`config.mk`:
```
export PLATFORM = sky130hd
export DESIGN_NAME = shift_left_seq
export DESIGN_NICKNAME = d
export VERILOG_FILES = /design/src/rtl/shift_left_seq.sv
export SDC_FILE = /design/constraint.sdc
export NUM_CORES = 1
export LEC_CHECK = 0
export CAP_MARGIN = 20
export CORE_AREA = 8 8 70 72
export CTS_CLUSTER_SIZE = 25
export DETAILED_ROUTE_END_ITERATION = 10
export DIE_AREA = 0 0 78 80
export PLACE_DENSITY = 0.82
export RECOVER_POWER = 25
export SLEW_MARGIN = 30
export SYNTH_ARGS = -nofsm -noshare
export SYNTH_HDL_FRONTEND = slang
export SYNTH_SLANG_ARGS = --single-unit
export TNS_END_PERCENT = 1
```
`constraint.sdc`:
```
create_clock -name clk -period 2.6 [get_ports clk]
set_clock_uncertainty 0.1 [all_clocks]
set_input_delay 0.78 -clock clk [delete_from_list [all_inputs] [get_ports clk]]
set_output_delay 0.78 -clock clk [all_outputs]
set_load 0.02 [all_outputs]
```
`src/rtl/shift_left_seq.sv`:
```
// shift_left_seq: sequential 16-bit barrel-style left shifter.
//
// A request (start in IDLE) captures the operand, a 4-bit shift amount and the
// shift mode. Four SHIFT cycles each conditionally apply a shift of 1, 2, 4
// and 8 bits, selected by the bits of the captured amount. The result is
// presented on out together with a one-cycle done pulse. Latency is the same
// for every amount, including zero.
//
// Optional feature: define SHL_ROTATE_EN to build rotate mode (rot=1 feeds the
// bits leaving bit 15 back into the LSBs). Without it, rot is ignored, every
// operation is a logical (zero-fill) shift and no mode register exists.
//
// Ports:
//   clk    in   1   clock, rising edge
//   rst    in   1   synchronous active-high reset
//   start  in   1   request strobe, only looked at in IDLE
//   in     in  16   operand
//   cnt    in   4   shift amount 0..15
//   rot    in   1   0 = logical shift, 1 = rotate (SHL_ROTATE_EN only)
//   busy   out  1   high whenever the FSM is not in IDLE
//   done   out  1   one-cycle pulse, out is valid while it is high
//   out    out 16   result register, holds until the next result or reset
//
// state | meaning
// IDLE  | waiting for start, out holds the last result
// SHIFT | stage 0..3 applies a shift of 2**stage if cnt_reg[stage] is set
// DONE  | out carries the new result, done pulses, back to IDLE next

module shift_left_seq (
    input  logic        clk,
    input  logic        rst,
    input  logic        start,
    input  logic [15:0] in,
    input  logic [3:0]  cnt,
    input  logic        rot,
    output logic        busy,
    output logic        done,
    output logic [15:0] out
);

    typedef enum logic [1:0] {
        IDLE  = 2'd0,
        SHIFT = 2'd1,
        DONE  = 2'd2
    } state_t;

    state_t      state_q;
    state_t      state_d;
    logic [15:0] work_q;
    logic [3:0]  cnt_q;
    logic [1:0]  stage_q;
    logic [15:0] lsl_val;
    logic [15:0] stage_val;

`ifdef SHL_ROTATE_EN
    logic        mode_q;
    logic [15:0] rol_val;
`else
    logic        unused_rot;
    assign unused_rot = rot;
`endif

    // Shift candidate for the current stage (amount 1, 2, 4 or 8).
    always_comb begin
        lsl_val = work_q;
        unique case (stage_q)
            2'd0: lsl_val = {work_q[14:0], 1'b0};
            2'd1: lsl_val = {work_q[13:0], 2'b0};
            2'd2: lsl_val = {work_q[11:0], 4'b0};
            2'd3: lsl_val = {work_q[7:0],  8'b0};
            default: lsl_val = work_q;
        endcase
    end

`ifdef SHL_ROTATE_EN
    always_comb begin
        rol_val = work_q;
        unique case (stage_q)
            2'd0: rol_val = {work_q[14:0], work_q[15]};
            2'd1: rol_val = {work_q[13:0], work_q[15:14]};
            2'd2: rol_val = {work_q[11:0], work_q[15:12]};
            2'd3: rol_val = {work_q[7:0],  work_q[15:8]};
            default: rol_val = work_q;
        endcase
    end

    assign stage_val = cnt_q[stage_q] ? (mode_q ? rol_val : lsl_val) : work_q;
`else
    assign stage_val = cnt_q[stage_q] ? lsl_val : work_q;
`endif

    always_comb begin
        state_d = state_q;
        unique case (state_q)
            IDLE:    if (start) state_d = SHIFT;
            SHIFT:   if (stage_q == 2'd3) state_d = DONE;
            DONE:    state_d = IDLE;
            default: state_d = IDLE;
        endcase
    end

    assign busy = (state_q != IDLE);
    assign done = (state_q == DONE);

    always_ff @(posedge clk) begin
        if (rst) begin
            state_q <= IDLE;
            work_q  <= 16'h0000;
            cnt_q   <= 4'h0;
            stage_q <= 2'd0;
            out     <= 16'h0000;
`ifdef SHL_ROTATE_EN
            mode_q  <= 1'b0;
`endif
        end else begin
            state_q <= state_d;
            unique case (state_q)
                IDLE: begin
                    if (start) begin
                        work_q  <= in;
                        cnt_q   <= cnt;
                        stage_q <= 2'd0;
`ifdef SHL_ROTATE_EN
                        mode_q  <= rot;
`endif
                    end
                end
                SHIFT: begin
                    work_q  <= stage_val;
                    stage_q <= stage_q + 2'd1;
                    // Result register is written on entry to DONE so it is
                    // already valid during the done pulse.
                    if (stage_q == 2'd3) out <= stage_val;
                end
                default: ;
            endcase
        end
    end

endmodule

```
Word-level counts from Yosys, hierarchy flattened. Cells that the tools add are included.

Register bits: 40. Input port bits: 24. Output and inout port bits: 18. Logic and storage cells: 33.

$add $sub $neg: 1. Magnitude comparators: 1. Equal/unequal tests: 7. Multiplexer cells: 11. Reduce and logical (&&, ||, !) cells: 8.

Operators with widths (count): $pmux 16 s4 (1); $mux 16 (2); $pmux 16 s2 (1); $pmux 2 s2 (2); $reduce_and 2->1 (4); $eq 2x2->1 const B (3); $mux 2 (3); $eq 2x1->1 const B (2); $logic_not 2->1 (2); $ne 2x2->1 const B (2); $reduce_bool 2->1 (2); $lt 2x3->1 const B (1); $add 2x1->2 const B (1); $bmux 1 s2 (1); $mux 1 (1).

Depth between registers and ports, before layout. Gate-level depths: netlist of the first run.

Depth after elaboration: 4. Gate-level depth with buffers: 8. Gate-level depth less buffers: 6.

Worst setup path before layout of the first run. OpenSTA, ideal clock, no wires.

Kind: input to register. From: input port start. To: register work_q[6]. Setup time: 0.086 ns. Arrival time: 1.625 ns. Required time: 2.414 ns. Path slack: 0.789 ns. Cell stages on the path: 4. Path buffers: 1. Cell sequence: nor3b_1 clkbuf_1 a211oi_1 a211oi_1.

Longest elaborated chain between the ends: 2.

RTL lines: start, declared (line 32) `input logic start,`; $ne 2x2->1 (no line); $reduce_and 2->1 (no line); end signal, assigned (line 120) `work_q <= in;`; end signal, assigned (line 129) `work_q <= stage_val;`; end, declared (line 49) `logic [15:0] work_q;`.

Every way passes these cells. A chain may end at the register's enable or synchronous reset.

Worst setup path in the final report of the first run.
From: register state_q[1]. To: output port done.

Longest elaborated chain between the ends: 1.

RTL lines: start, declared (line 47) `state_t state_q;`; start signal, assigned (line 116) `state_q <= state_d;`; $eq 2x2->1 (line 103) `assign done = (state_q == DONE);`; end, declared (line 37) `output logic done,`.

Every way passes these cells.

==> results of run 1 <==
registers in the layout, summed over array words and instances (netlist names):
signal   flops
out         16
work_q      16
cnt_q        4
stage_q      2
state_q      2
kinds of logic after synthesis:
group / Yosys count
flip-flops: 40
adder cells (fa/ha/maj): 4
buffers and inverters: 23
multiplexers: 13
AO/OA/AOI/OAI: 88
AND/OR/NAND/NOR: 60
power by group:
group / switching, W / internal (W)
Clock: 0.000199 / 0.000182
Sequential: 0.0000327 / 0.000638
Combinational: 0.000109 / 0.0000993
through the flow:
stage	utilization [%]	hold slack [ns]	total power, W	setup slack (ns)
floorplan	-	0.333	0.000814	0.789
detailed placement	62.7	0.346	0.000892	0.280
CTS	64.7	0.355	0.00127	0.178
global placement	62.7	0.342	0.000889	0.295
finish	64.6	0.354	0.00126	0.192
global route	64.6	0.375	0.00132	0.122
layout by cell type (no fill, tap or decap):
cell type,count
o211ai_1,4
buf_4,6
a211oi_1,15
nor2b_1,5
dfxtp_1,40
a2bb2oi_1,1
nand3b_1,1
o21bai_1,1
nand2_1,31
o21ai_0,13
inv_1,3
a21oi_1,12
a22oi_1,18
a21o_1,1
dlygate4sd3_1,1
nor2_1,17
clkinv_2,1
a222oi_1,8
o211ai_2,2
clkbuf_1,2
nor3_1,1
a31oi_1,1
o22ai_1,12
mux2i_1,12
and3b_1,1
nand2b_1,3
buf_12,1
mux4_2,1
clkbuf_8,5
nor3b_2,1
ha_1,4
clkdlybuf4s50_1,39
worst min-delay path by stage:
stage,to,slack (ns),start
floorplan,cnt_q[2],0.33,cnt_q[2]
global placement,cnt_q[3],0.34,cnt_q[3]
global route,cnt_q[3],0.37,cnt_q[3]
detailed placement,cnt_q[3],0.35,cnt_q[3]
CTS,cnt_q[3],0.35,cnt_q[3]
finish,cnt_q[3],0.35,cnt_q[3]
metal layers:
metal	vias to the layer above	share of wire (%)	GRT usage, %
li1	923	-	-
met1	861	44	18.1
met2	62	48	25.6
met3	7	5.9	4.39
met4	0	1.4	5.56
met5	-	0	0
worst register-to-register path: stages, from the launching register on:
cell and delay (ns):
dfxtp_1 0.42, mux4_2 0.82, mux2i_1 0.35, a211oi_1 0.12
area by class of cell:
type                            instances  area, µm²  area share [%]
Clock buffer                            6       72.6            2.91
Clock inverter                          1       5.00           0.201
Inverter                                3       11.3           0.452
Multi-Input combinational cell        165       1070            42.9
Sequential cell                        40        801            32.1
Tap cell                               50       62.6            2.51
Timing Repair Buffer                   48        469            18.8
==> reports/qor.yml, run 1 <==
sta:
  finalCriticalPeriod_ns: 2.41
  fmax_ghz: 0.415
  hold_viol: 0
  drv_slew: 0
  finalSetupViolCount: 0
  fin_crit_sh_pct: 92.6
  tns_ns: 0
  slew_headroom_pct: 33.6
  rsz0062_at_grt: "no"
  worstMarginPinSlew_ns: 0.995
logic_synthesis:
  ys_warn_count: 0
  synth-seq-cells: 40
  yosysTopAreaCellShare_pct: 40.6
  synth_compound_area_share_pct: 31.1
  synthMuxAreaShare_pct: 7.24
  synth_fa_ha_area_share_pct: 2.54
  synth-edff-count: 0
  syn_area_um2: 1970
  yosysMostFrequentCell: "dfxtp_1"
  yosysSeqAreaShare_pct: 40.6
  synthArstFlopShare_pct: 0
  syn_inst: 228
  synth_flop_cell: "dfxtp_1"
  yosys-top-cells-count: "dfxtp_1 (40), nand2_1 (31), a22oi_1 (18)"
  synth_cell_types: 28
  synth_top_family_by_area: "compound AO/OA/AOI/OAI gates"
  syn_avg_cell_area_um2: 8.64
  netlist_top_cells_area: "dfxtp_1 (41%), a22oi_1 (6.9%), mux2i_1 (6.1%)"
  synthSimpleGateAreaFrac_pct: 13.1
  syn_nets: 256
  synth_xor_area_share_pct: 0
  yosysTopAreaCell: "dfxtp_1"
worst_setup_path:
  r2r_end: "work_q[6]"
  crit_path_end_kind: "output port"
  slowest_delay_ns: 0.61
  startpoint_type: "flop"
  critPathLaunch: "state_q[1]"
  crit_buf_inv: 1
  rr_worst_depth: 3
  path_cells: "nor2b_1 -> clkdlybuf4s50_1"
  crit_type: "flop to output port"
  cp_max_fo: 8
  crit_path_end: "done"
  crit_arrival_ns: 1.53
  crit_slowest_cell: "clkdlybuf4s50_1"
  crit_family: "buffers and inverters"
  required_ns: 1.72
  r2r-start: "stage_q[0]"
  path_depth: 2
  ff2ff_setup_slack_ns: 0.62
route:
  wl_per_cell_um: 14.8
  first_pass_iters: 8
  drc: 0
  num_vias: 1853
  drt-initial-drc-count: 334
  vias_per_cell: 5.92
  ant_nets: 0
  drt-total-wl_um: 4640
finish:
  stdcell_area_um2: 2490
  area_growth_pct: 26.4
  layout-drive-gt1-share_pct: 6.46
  antenna_cells: 0
  nFillCells: 347
  fin_cells: 313
  fin_nets: 291
power_and_ir_drop:
  power_density_nw_per_um2: 506
  leakage_nw: 0.813
  vdd.ir_drop.worst_mv: 0.341
clocking:
  cts_sinks: 40
  cts_max_level: 2
  cts_root_buffer: "clkbuf_8"
  cts_buffer_depth: 2
  cts_setup_buffers: 0
  post_cts_resized: 0
  postCtsHoldBufs: 0
  cts_tree: "done"
  cts.clk_slew.worst_paths_ns: 0.07
  clock_latency_ns: 0.28
  cts_made_buffers: 5
grt:
  grt_usage_pct: 15.2
  grt_pass1_vias: 1749
  grt.overflow.total: 0
  grt_max_degree: 30
  antenna_found_initial: 0
  grt_pass1_wl_um: 7890
hold_path:
  min_delay_path_depth: 2
  hold_path_class: "flop to flop"
die:
  coreArea_um2: 3860
  fp.dieW_um: 78
  dieArea_um2: 6240
  fp.dieH_um: 80
  rows: 23
  ios: 42
  start_util_pct: 51.1
placed_design:
  gp_congestion: 0.872
  io_buffers: 40
  place_hpwl_um: 3220
  post_dp_cell_area_um2: 2420
  dpl.cell_count: 306
flow_run:
  max_cap_viol_count: 0
outcome:
  outcome: "finished, final reports clean"
Power figures use the tool's default switching activity.
==> run 2, diff against run 1 <==
Settings changed: CTS_CLUSTER_SIZE 25 to 14, MAX_ROUTING_LAYER from default to met4.
==> run 2 against run 1 <==
Routed wire length decreased by 0.39%. Cell area unchanged. Clock power about the same. Sequential cell count unchanged. Fmax about the same. Worst setup slack about the same. Sequential power about the same. Non-clock buffer count unchanged. Register-to-register slack about the same. Total power decreased by 0.12%. Critical path type unchanged. Critical endpoint unchanged. Largest power group unchanged.
==> reports/qor.yml, run 2 (synthesis results as in run 1) <==
route:
  dr.max_layer_used: "met4"  # unchanged
  num_vias: 1836  # was 1853
  wl_met3_um: 275  # was 272 µm
  wl_met1_um: 2040  # was 2060 µm
  drt-initial-drc-count: 362  # was 334
  drc: 0  # unchanged
  first_pass_iters: 5  # was 8
  vias_per_cell: 5.87  # was 5.92
  ant_nets: 0  # unchanged
  drt-total-wl_um: 4620  # was 4640 µm
  met2_length_um: 2240  # about the same
  wl_per_cell_um: 14.8  # about the same
die:
  rows: 23  # unchanged
  fp.dieW_um: 78  # unchanged
  coreArea_um2: 3860  # unchanged
  dieArea_um2: 6240  # unchanged
  fp.dieH_um: 80  # unchanged
  ios: 42  # unchanged
  start_util_pct: 51.1  # unchanged
finish:
  fin_nets: 291  # unchanged
  area_growth_pct: 26.4  # unchanged
  largestRegisters: "out x16, work_q x16, cnt_q x4"  # unchanged
  final_cell_mix: "dfxtp_1 (40), clkdlybuf4s50_1 (39), nand2_1 (31)"  # unchanged
  antenna_cells: 0  # unchanged
  nFillCells: 347  # unchanged
  final_common_cell: "dfxtp_1"  # unchanged
  layout-drive-gt1-share_pct: 6.46  # unchanged
  stdcell_area_um2: 2490  # unchanged
hold_path:
  holdPathEnd: "cnt_q[3]"  # unchanged
  min_delay_path_depth: 2  # unchanged
  hold_path_class: "flop to flop"  # unchanged
  min_from: "cnt_q[3]"  # unchanged
worst_setup_path:
  startpoint_type: "flop"  # unchanged
  cp_max_fo: 8  # unchanged
  crit_type: "flop to output port"  # unchanged
  crit_slowest_cell: "clkdlybuf4s50_1"  # unchanged
  path_cells: "nor2b_1 -> clkdlybuf4s50_1"  # unchanged
  crit_path_end_kind: "output port"  # unchanged
  required_ns: 1.72  # about the same
  rr_worst_depth: 3  # unchanged
  crit_arrival_ns: 1.53  # about the same
  slowest_delay_ns: 0.61  # about the same
  r2r-start: "stage_q[0]"  # unchanged
  r2r_end: "work_q[10]"  # was work_q[6]
  ff2ff_setup_slack_ns: 0.62  # about the same
grt:
  grt_max_degree: 30  # unchanged
  grt.overflow.total: 0  # unchanged
  grt_pass1_wl_um: 7900  # was 7890 µm
  grt_usage_pct: 15.7  # was 15.2%
  grt_pass1_vias: 1745  # was 1749
  antenna_found_initial: 0  # unchanged
placed_design:
  place_ws_ns: 0.280  # unchanged
  gp_congestion: 0.886  # was 0.872
  post_dp_cell_area_um2: 2420  # unchanged
  place_hpwl_um: 3220  # unchanged
  io_buffers: 40  # unchanged
power_and_ir_drop:
  p_int_w: 0.000920  # about the same
  vdd.ir_drop.worst_mv: 0.341  # about the same
  leakage_nw: 0.813  # unchanged
  combPwrFrac_pct: 16.6  # was 16.5%
  pwr-share-clk_pct: 30.2  # about the same
  p_sw_share_pct: 26.9  # was 27.0%
  pwr-share-seq_pct: 53.3  # was 53.2%
  p_sw_w: 0.000339  # was 0.000341 W
  power_density_nw_per_um2: 505  # was 506 nW/µm²
sta:
  fmax_ghz: 0.415  # about the same
  drv_slew: 0  # unchanged
  worstMarginPinSlew_ns: 1.00  # was 0.995 ns
  hold_viol: 0  # unchanged
  slew_headroom_pct: 33.0  # was 33.6%
  rsz0062_at_grt: "no"  # unchanged
  finalCriticalPeriod_ns: 2.41  # about the same
  fin_crit_sh_pct: 92.6  # about the same
  finalSetupViolCount: 0  # unchanged
  holdWs_ns: 0.354  # about the same
  finalWorstSetupSlack_ns: 0.193  # was 0.192 ns
  tns_ns: 0  # unchanged
clocking:
  cts_root_buffer: "clkbuf_8"  # unchanged
  clock_latency_ns: 0.28  # about the same
  post_cts_resized: 0  # unchanged
  cts_sinks: 40  # unchanged
  cts_made_buffers: 5  # unchanged
  cts_setup_buffers: 0  # unchanged
  postCtsHoldBufs: 0  # unchanged
  cts_tree: "done"  # unchanged
  cts_buffer_depth: 2  # unchanged
  cts.clk_slew.worst_paths_ns: 0.07  # about the same
  cts_max_level: 2  # unchanged
flow_run:
  max_cap_viol_count: 0  # unchanged
outcome:
  outcome: "finished, final reports clean"  # unchanged
==> run 2: cell counts in the layout (fill, tap and decap cells not counted) <==
No cell type changed its count.
==> run 2: cell type report <==
type	count	area, µm²	area share (%)
Multi-Input combinational cell	165	1070	42.9
Sequential cell	40	801	32.1
Timing Repair Buffer	48	469	18.8
Clock buffer	6	72.6	2.91
Tap cell	50	62.6	2.51
Inverter	3	11.3	0.452
Clock inverter	1	5.00	0.201
==> run 2: worst max-delay path: cells and delay by family (launching register included) <==
family,cells,cell delay (ns)
AND/OR/NAND/NOR,1,0.17
flip-flops,1,0.46
buffers and inverters,1,0.61
==> run 2: layer usage <==
metal | track usage, % | up-vias
li1 | - | 923
met2 | 25.6 | 56
met4 | 5.56 | 0
met5 | - | -
met3 | 4.39 | 7
met1 | 18.2 | 850
==> run 2: power groups by stage <==
stage	logic (W)	registers, W	clock network [W]
after floorplan	0.000138	0.000675	0
after global placement	0.000206	0.000683	0
after detailed placement	0.000208	0.000684	0
after CTS	0.000209	0.000670	0.000395
after global routing	0.000230	0.000675	0.000419
final	0.000208	0.000671	0.000380
==> run 2: worst max-delay path by stage <==
stage                end       start  depth (start not counted)
4_1_cts             done  state_q[1]                          2
3_5_place_dp   work_q[6]       start                          6
2_1_floorplan  work_q[6]       start                          4
3_3_place_gp   work_q[6]       start                          6
6_report            done  state_q[1]                          2
5_1_grt             done  state_q[1]                          2
==> run 2: through the flow <==
step | power [W] | util (%) | cells
final | 0.00126 | 64.6 | 313
after global routing | 0.00132 | 64.6 | 313
after CTS | 0.00127 | 64.7 | 313
after detailed placement | 0.000892 | 62.7 | 306
after global placement | 0.000889 | 62.7 | 306
after floorplan | 0.000814 | - | 228
